### config.mk
export PLATFORM = sky130hd
export DESIGN_NAME = ud_counter_cfg_seq_flat
export DESIGN_NICKNAME = d
export VERILOG_FILES = /design/src/rtl/ud_counter_cfg_seq_if.sv /design/src/rtl/ud_counter_cfg_seq.sv /design/src/flat_wrapper.sv
export SDC_FILE = /design/constraint.sdc
export NUM_CORES = 1
export LEC_CHECK = 0
export ABC_CLOCK_PERIOD_IN_PS = 2300
export BUFFER_PORTS_ARGS = -buffer_cell sky130_fd_sc_hd__buf_2
export CORE_ASPECT_RATIO = 1.25
export CORE_MARGIN = 2
export CORE_UTILIZATION = 54
export DETAILED_ROUTE_END_ITERATION = 10
export GPL_ROUTABILITY_DRIVEN = 0
export PLACE_DENSITY = 0.89
export SKIP_LAST_GASP = 1
export SLEW_MARGIN = 20
export SYNTH_ARGS = -nofsm -noshare
export SYNTH_HDL_FRONTEND = slang
export SYNTH_SLANG_ARGS = --single-unit
export TNS_END_PERCENT = 1
### constraint.sdc
create_clock -name clk -period 2.3 [get_ports clk]
set_input_delay 0.46 -clock clk [delete_from_list [all_inputs] [get_ports clk]]
set_output_delay 0.46 -clock clk [all_outputs]
set_load 0.1 [all_outputs]
### src/rtl/ud_counter_cfg_seq_if.sv
// Bundle of host handshake, counter register bus and run/status signals
// shared between the configuration sequencer and its environment.
interface ud_counter_cfg_seq_if;
  // Host side
  logic        cfg_valid;
  logic        cfg_ready;
  logic [31:0] cfg_data;
  logic        abort;
  logic        busy;
  logic        done;
  logic [1:0]  status;

  // Counter register bus
  logic        a0;
  logic        a1;
  logic        ncs;
  logic        nwr;
  logic        nrd;
  logic [7:0]  dout;
  logic        dout_oe;
  logic [7:0]  din_rd;

  // Counter run control
  logic        start;
  logic        ec;
  logic        err;

  modport master (
    input  cfg_valid, cfg_data, abort, din_rd, ec, err,
    output cfg_ready, busy, done, status, a0, a1, ncs, nwr, nrd, dout, dout_oe, start
  );

  modport slave (
    output cfg_valid, cfg_data, abort, din_rd, ec, err,
    input  cfg_ready, busy, done, status, a0, a1, ncs, nwr, nrd, dout, dout_oe, start
  );
endinterface

### src/rtl/ud_counter_cfg_seq.sv
// Bus-master sequencer: writes a 4-byte config into the up/down counter, starts it and reports
// the outcome. Define READBACK_EN to verify each register by reading it back before start.
module ud_counter_cfg_seq #(
  parameter int unsigned STB_CYC = 2,
  parameter int unsigned TIMEOUT = 1000,
  parameter int unsigned TO_W    = 16
) (
  input logic                  clk,
  input logic                  rst,
  ud_counter_cfg_seq_if.master bus
);

  typedef enum logic [3:0] {
    StIdle,
    StWrAddr,
    StWrStb,
    StWrHold,
    StWrGap,
    StRdAddr,
    StRdStb,
    StRdHold,
    StRdGap,
    StStart,
    StRun,
    StDone
  } state_e;

  localparam logic [1:0] StsOk       = 2'b00;
  localparam logic [1:0] StsErr      = 2'b01;
  localparam logic [1:0] StsTimeout  = 2'b10;
  localparam logic [1:0] StsMismatch = 2'b11;

  localparam logic [3:0]      StbLast = 4'(STB_CYC - 1);
  localparam logic [TO_W-1:0] ToLast  = (TIMEOUT == 0) ? '0 : TO_W'(TIMEOUT - 1);

  state_e          state_q, state_d;
  logic [1:0]      idx_q, idx_d;
  logic [31:0]     shadow_q, shadow_d;
  logic [3:0]      stb_cnt_q, stb_cnt_d;
  logic [TO_W-1:0] to_cnt_q, to_cnt_d;
  logic [1:0]      status_q, status_d;
  logic [7:0]      cur_byte;

`ifdef READBACK_EN
  logic            mismatch_q, mismatch_d;
`endif

  assign cur_byte = shadow_q[{idx_q, 3'b000} +: 8];

  always_comb begin
    state_d   = state_q;
    idx_d     = idx_q;
    shadow_d  = shadow_q;
    stb_cnt_d = stb_cnt_q;
    to_cnt_d  = to_cnt_q;
    status_d  = status_q;
`ifdef READBACK_EN
    mismatch_d = mismatch_q;
`endif

    unique case (state_q)
      StIdle: begin
        if (bus.cfg_valid) begin
          shadow_d = bus.cfg_data;
          idx_d    = 2'd0;
          state_d  = StWrAddr;
        end
      end

      StWrAddr: begin
        stb_cnt_d = 4'd0;
        state_d   = StWrStb;
      end

      StWrStb: begin
        if (stb_cnt_q == StbLast) begin
          stb_cnt_d = 4'd0;
          state_d   = StWrHold;
        end else begin
          stb_cnt_d = stb_cnt_q + 4'd1;
        end
      end

      StWrHold: state_d = StWrGap;

      StWrGap: begin
        if (idx_q == 2'd3) begin
          idx_d = 2'd0;
`ifdef READBACK_EN
          mismatch_d = 1'b0;
          state_d    = StRdAddr;
`else
          state_d    = StStart;
`endif
        end else begin
          idx_d   = idx_q + 2'd1;
          state_d = StWrAddr;
        end
      end

`ifdef READBACK_EN
      StRdAddr: begin
        stb_cnt_d = 4'd0;
        state_d   = StRdStb;
      end

      StRdStb: begin
        if (stb_cnt_q == StbLast) begin
          // Read data is taken on the final strobe clock, when it has had longest to settle.
          mismatch_d = (bus.din_rd != cur_byte);
          stb_cnt_d  = 4'd0;
          state_d    = StRdHold;
        end else begin
          stb_cnt_d = stb_cnt_q + 4'd1;
        end
      end

      StRdHold: state_d = StRdGap;

      StRdGap: begin
        if (mismatch_q) begin
          status_d = StsMismatch;
          state_d  = StDone;
        end else if (idx_q == 2'd3) begin
          state_d = StStart;
        end else begin
          idx_d   = idx_q + 2'd1;
          state_d = StRdAddr;
        end
      end
`endif

      StStart: begin
        to_cnt_d = '0;
        state_d  = StRun;
      end

      StRun: begin
        // err wins over a simultaneous ec.
        if (bus.err) begin
          status_d = StsErr;
          state_d  = StDone;
        end else if (bus.ec) begin
          status_d = StsOk;
          state_d  = StDone;
        end else if ((TIMEOUT != 0) && (to_cnt_q == ToLast)) begin
          status_d = StsTimeout;
          state_d  = StDone;
        end else begin
          to_cnt_d = to_cnt_q + TO_W'(1);
        end
      end

      StDone: state_d = StIdle;

      default: state_d = StIdle;
    endcase

    // Abort drops the bus immediately and leaves the last reported status intact.
    if (bus.abort && (state_q != StIdle)) begin
      state_d  = StIdle;
      status_d = status_q;
    end
  end

  always_ff @(posedge clk) begin
    if (!rst) begin
      state_q    <= StIdle;
      idx_q      <= 2'd0;
      shadow_q   <= '0;
      stb_cnt_q  <= 4'd0;
      to_cnt_q   <= '0;
      status_q   <= StsOk;
`ifdef READBACK_EN
      mismatch_q <= 1'b0;
`endif
    end else begin
      state_q    <= state_d;
      idx_q      <= idx_d;
      shadow_q   <= shadow_d;
      stb_cnt_q  <= stb_cnt_d;
      to_cnt_q   <= to_cnt_d;
      status_q   <= status_d;
`ifdef READBACK_EN
      mismatch_q <= mismatch_d;
`endif
    end
  end

  // Outputs decode purely from state so reset and abort take effect on the very next clock.
  always_comb begin
    bus.cfg_ready = 1'b0;
    bus.busy      = 1'b1;
    bus.done      = 1'b0;
    bus.status    = status_q;
    bus.ncs       = 1'b1;
    bus.nwr       = 1'b1;
    bus.nrd       = 1'b1;
    bus.a0        = 1'b0;
    bus.a1        = 1'b0;
    bus.dout      = 8'h00;
    bus.dout_oe   = 1'b0;
    bus.start     = 1'b0;

    unique case (state_q)
      StIdle: begin
        bus.cfg_ready = 1'b1;
        bus.busy      = 1'b0;
      end

      StWrAddr, StWrHold: begin
        bus.ncs     = 1'b0;
        bus.a0      = idx_q[0];
        bus.a1      = idx_q[1];
        bus.dout    = cur_byte;
        bus.dout_oe = 1'b1;
      end

      StWrStb: begin
        bus.ncs     = 1'b0;
        bus.nwr     = 1'b0;
        bus.a0      = idx_q[0];
        bus.a1      = idx_q[1];
        bus.dout    = cur_byte;
        bus.dout_oe = 1'b1;
      end

`ifdef READBACK_EN
      StRdAddr, StRdHold: begin
        bus.ncs = 1'b0;
        bus.a0  = idx_q[0];
        bus.a1  = idx_q[1];
      end

      StRdStb: begin
        bus.ncs = 1'b0;
        bus.nrd = 1'b0;
        bus.a0  = idx_q[0];
        bus.a1  = idx_q[1];
      end
`endif

      StStart: bus.start = 1'b1;

      StDone: bus.done = 1'b1;

      default: ;
    endcase
  end

endmodule
### src/flat_wrapper.sv
// flat-port wrapper written by rule: the top's interface ports become plain ports
module ud_counter_cfg_seq_flat 
#(
  parameter int unsigned STB_CYC = 2,
  parameter int unsigned TIMEOUT = 1000,
  parameter int unsigned TO_W    = 16
)
  (clk, rst, bus_cfg_valid, bus_cfg_data, bus_abort, bus_din_rd, bus_ec, bus_err, bus_cfg_ready, bus_busy, bus_done, bus_status, bus_a0, bus_a1, bus_ncs, bus_nwr, bus_nrd, bus_dout, bus_dout_oe, bus_start);
  ud_counter_cfg_seq_if bus_i ();
  input logic clk;
  input logic rst;
  input wire logic [$bits(bus_i.cfg_valid)-1:0] bus_cfg_valid;
  input wire logic [$bits(bus_i.cfg_data)-1:0] bus_cfg_data;
  input wire logic [$bits(bus_i.abort)-1:0] bus_abort;
  input wire logic [$bits(bus_i.din_rd)-1:0] bus_din_rd;
  input wire logic [$bits(bus_i.ec)-1:0] bus_ec;
  input wire logic [$bits(bus_i.err)-1:0] bus_err;
  output wire logic [$bits(bus_i.cfg_ready)-1:0] bus_cfg_ready;
  output wire logic [$bits(bus_i.busy)-1:0] bus_busy;
  output wire logic [$bits(bus_i.done)-1:0] bus_done;
  output wire logic [$bits(bus_i.status)-1:0] bus_status;
  output wire logic [$bits(bus_i.a0)-1:0] bus_a0;
  output wire logic [$bits(bus_i.a1)-1:0] bus_a1;
  output wire logic [$bits(bus_i.ncs)-1:0] bus_ncs;
  output wire logic [$bits(bus_i.nwr)-1:0] bus_nwr;
  output wire logic [$bits(bus_i.nrd)-1:0] bus_nrd;
  output wire logic [$bits(bus_i.dout)-1:0] bus_dout;
  output wire logic [$bits(bus_i.dout_oe)-1:0] bus_dout_oe;
  output wire logic [$bits(bus_i.start)-1:0] bus_start;
  assign bus_i.cfg_valid = bus_cfg_valid;
  assign bus_i.cfg_data = bus_cfg_data;
  assign bus_i.abort = bus_abort;
  assign bus_i.din_rd = bus_din_rd;
  assign bus_i.ec = bus_ec;
  assign bus_i.err = bus_err;
  assign bus_cfg_ready = bus_i.cfg_ready;
  assign bus_busy = bus_i.busy;
  assign bus_done = bus_i.done;
  assign bus_status = bus_i.status;
  assign bus_a0 = bus_i.a0;
  assign bus_a1 = bus_i.a1;
  assign bus_ncs = bus_i.ncs;
  assign bus_nwr = bus_i.nwr;
  assign bus_nrd = bus_i.nrd;
  assign bus_dout = bus_i.dout;
  assign bus_dout_oe = bus_i.dout_oe;
  assign bus_start = bus_i.start;
  ud_counter_cfg_seq #(.STB_CYC(STB_CYC), .TIMEOUT(TIMEOUT), .TO_W(TO_W)) u_core (.clk(clk), .rst(rst), .bus(bus_i));
endmodule
==> flow_summary_export.csv <==
group,metric,value,unit
status,status,"complete, but fails checks",
status,violations,"setup timing",
sta,finalMaxSlewViolations,0,
place,dp_hpwl,4.67,mm
floorplanning,die_x,69.8,µm
critical_path,crit_buf_inv,3,
critical_path,critPathLaunchType,"flip-flop",
floorplanning,die_area,6010,µm²
power_and_ir_drop,seq_power_share,41.0,%
power_and_ir_drop,sw_frac_of_total,28.0,%
hold_path,hp-start,"bus_abort",
layout,n_antenna_cell,0,
hold_path,hold-path-cell-count,2,
sta,rsz0062_at_grt,"true",
hold_path,hold_path_class,"input pin to flip-flop",
global_route,use_met1,25.9,%
global_route,grt_use_met2,41.6,%
synthesis,synthesis.nets,391,
power_and_ir_drop,p_switching,772,µW
floorplanning,pin_count,66,
global_route,grt_max_degree,35,
synthesis,seq_area_frac_synth,41.1,%
power_and_ir_drop,pwr-share-clk,40.8,%
global_route,overflow,0,
route,drt_wl_total,6.81,mm
critical_path,arrival,1940,ps
route,drtPass1Iterations,4,
clock_tree,clkLatencyLatePin,340,ps
synthesis,syn_area,2920,µm²
power_and_ir_drop,leakagePower,1.42,nW
clock_tree,postCtsSetupBuffers,0,
clock_tree,cts_tree,"done",
critical_path,startpoint,"u_core.state_q[1]",
route,vias_per_cell,5.71,
global_route,grt_antenna_before_repair,0,
critical_path,critPathTopFamily,"simple AND/OR/NAND/NOR gates",
critical_path,rr_endpoint,"u_core.to_cnt_q[14]",
layout,n_fill_cell,361,
synthesis,yosysWarnings,0,
critical_path,crit_path_max_incr_delay,370,ps
route,drtAntennaViolNets,0,
synthesis,synthCells,341,
sta,max-slew-margin-rel,65.1,%
route,drcViolationCount,0,
critical_path,crit_required,1840,ps
global_route,grt_use_total,22.9,%
power_and_ir_drop,finalPower,2.76,mW
power_and_ir_drop,combPwrFrac,18.2,%
global_route,grt_pass1_wl,11.2,mm
synthesis,ys_ff_latch,60,
global_route,busiest_layer,"met2",
clock_tree,cts_buffer_depth,2,
synthesis,syn_avg_cell_area,8.56,µm²
global_route,grt_use_met3,4.30,%
layout,syn_to_final_growth,26.5,%
critical_path,r2r_cells,6,
synthesis,synthDistinctLibCells,51,
layout,final_common_cell,"nand2_1",
sta,fin_worst_skew,10.3,ps
power_and_ir_drop,power_density,746,nW/µm²
global_route,first_global_vias,2612,
synthesis,synthArstFlopShare,0,%
route,drt-initial-drc-count,204,
synthesis,synth-edff-count,0,
critical_path,rrSetupSlack,180,ps
sta,hold_viol,0,
power_and_ir_drop,peakVddDrop,0.000750,V
clock_tree,cts_hold_buffers,0,
place,portBuffers,56,
sta,setup_violations,11,
route,post_drt_wl_per_cell,14.6,µm
critical_path,crit_chain,"buf_4 -> nor2_1 -> nor3_2 -> buf_4 -> and2_1 -> buf_12",
clock_tree,ctsRootBufferMaster,"clkbuf_8",
floorplanning,num_rows,29,
route,vias,2654,
floorplanning,start_util,56.7,%
job,drv_cap,0,
layout,nets,448,
critical_path,r2r-start,"u_core.to_cnt_q[0]",
sta,fmax,417,MHz
floorplanning,core_area,5150,µm²
floorplanning,die_h,86.2,µm
critical_path,critPathCaptureType,"output port",
sta,period_share,104,%
hold_path,min_to,"u_core.state_q[1]",
sta,worst_slack,-96.2,ps
place,post-place-ws,65.3,ps
layout,drive_gt1_share,25.3,%
critical_path,slowest_stage,"nor3_2",
synthesis,synth_ff_type,"dfxtp_1",
clock_tree,cts.sink_count,60,
critical_path,critPathKind,"flip-flop to output port",
clock_tree,htreeDepth,3,
clock_tree,cts_buffers,9,
clock_tree,path_clk_slew,60,ps
critical_path,crit_fanout,8,
critical_path,cp_common_cell,"buf_4",
layout,layout.cells.most_common_list,"nand2_1, dfxtp_1, buf_2",
power_and_ir_drop,p_int,1.98,mW
sta,worstMarginPinSlew,524,ps
sta,fin_crit,2400,ps
## cell type report
cell class	instances	area, µm²	share of cell area (%)
clock buffer	11	131	3.56
clock inverter	5	100	2.71
inverter	7	28.8	0.779
multi-input combinational	252	1600	43.3
sequential	60	1200	32.6
tap	62	77.6	2.10
timing repair buffer	68	551	14.9
## synthesized netlist by cell type (all sizes together), types with 2 or more instances
master,number,area [µm²]
a211oi,2,15.0
a21boi,34,255
a21oi,11,66.3
and2,11,68.8
and3,2,12.5
and4,2,17.5
buf,11,61.3
clkbuf,11,41.3
dfxtp,60,1200
ha,4,50.1
inv,7,26.3
mux4,8,180
nand2,83,312
nand2b,2,15.0
nand3,11,55.1
nand3b,2,15.0
nand4,4,25.0
nor2,17,63.8
nor2b,2,12.5
nor3,6,30.0
nor3b,3,27.5
nor4b,4,35.0
o211ai,3,22.5
o21ai,8,43.8
o31ai,4,30.0
or3,3,18.8
or4,6,45.0
xnor2,3,26.3
xor2,4,35.0
## per-layer routing
layer	vias up	share of wire [%]
met5	-	0
met4	0	3.0
met3	27	5.4
met2	114	50
met1	1213	42
li1	1300	-
## worst max-delay path by stage
| stage | endpoint | cells after the start |
|---|---|---|
| after floorplan | bus_dout[0] | 5 |
| after global placement | u_core.to_cnt_q[12] | 7 |
| after detailed placement | u_core.to_cnt_q[14] | 6 |
| after CTS | bus_start | 4 |
| after global routing | bus_a0 | 6 |
| final | bus_a0 | 6 |
## cells by family (layout without fill, tap and decap cells)
group                      after synthesis  count (layout)  synth area share [%]
and+or+nand+nor                        162             162                  27.1
other                                    1               1                 0.128
DFF                                     60              60                  41.1
muxes                                    9               9                  6.52
adders and majority gates                4               4                  1.71
buffers and inverters                   29              91                  4.41
xor gates and xnor gates                 7               7                  2.10
AOI/OAI and AO/OA                       69              69                  16.8
## state kept, by name (all words and copies together), names as in the netlist
| register | flops |
|---|---|
| u_core.shadow_q | 32 |
| u_core.state_q | 4 |
| u_core.stb_cnt_q | 4 |
| u_core.idx_q | 2 |
| u_core.to_cnt_q | 16 |
| u_core.bus.status | 2 |
## what timing repair did
item,4_1_cts,5_1_grt
endpoints found under the setup margin,7,12
gates resized for setup,1,7
pin swaps,0,1
gates cloned,0,1
## per-stage QoR
stage	std cells	hold WS (ps)	util (%)	cell area (µm²)	setup TNS (ps)
global route	465	313	71.7	3690	-1240
global placement	448	438	66.8	3440	0
floorplan	341	432	-	2930	-4180
finish	465	297	71.7	3690	-858
detailed placement	448	442	66.8	3440	0
CTS	464	295	71.3	3680	0
## power by group through the flow
stage	registers (mW)	clock network, mW	logic [mW]
finish	1.13	1.13	0.502
detailed placement	1.15	0	0.489
CTS	1.13	1.14	0.493
global route	1.13	1.18	0.540
floorplan	1.14	0	0.357
global placement	1.15	0	0.478
(Power assumes the default switching activity.)
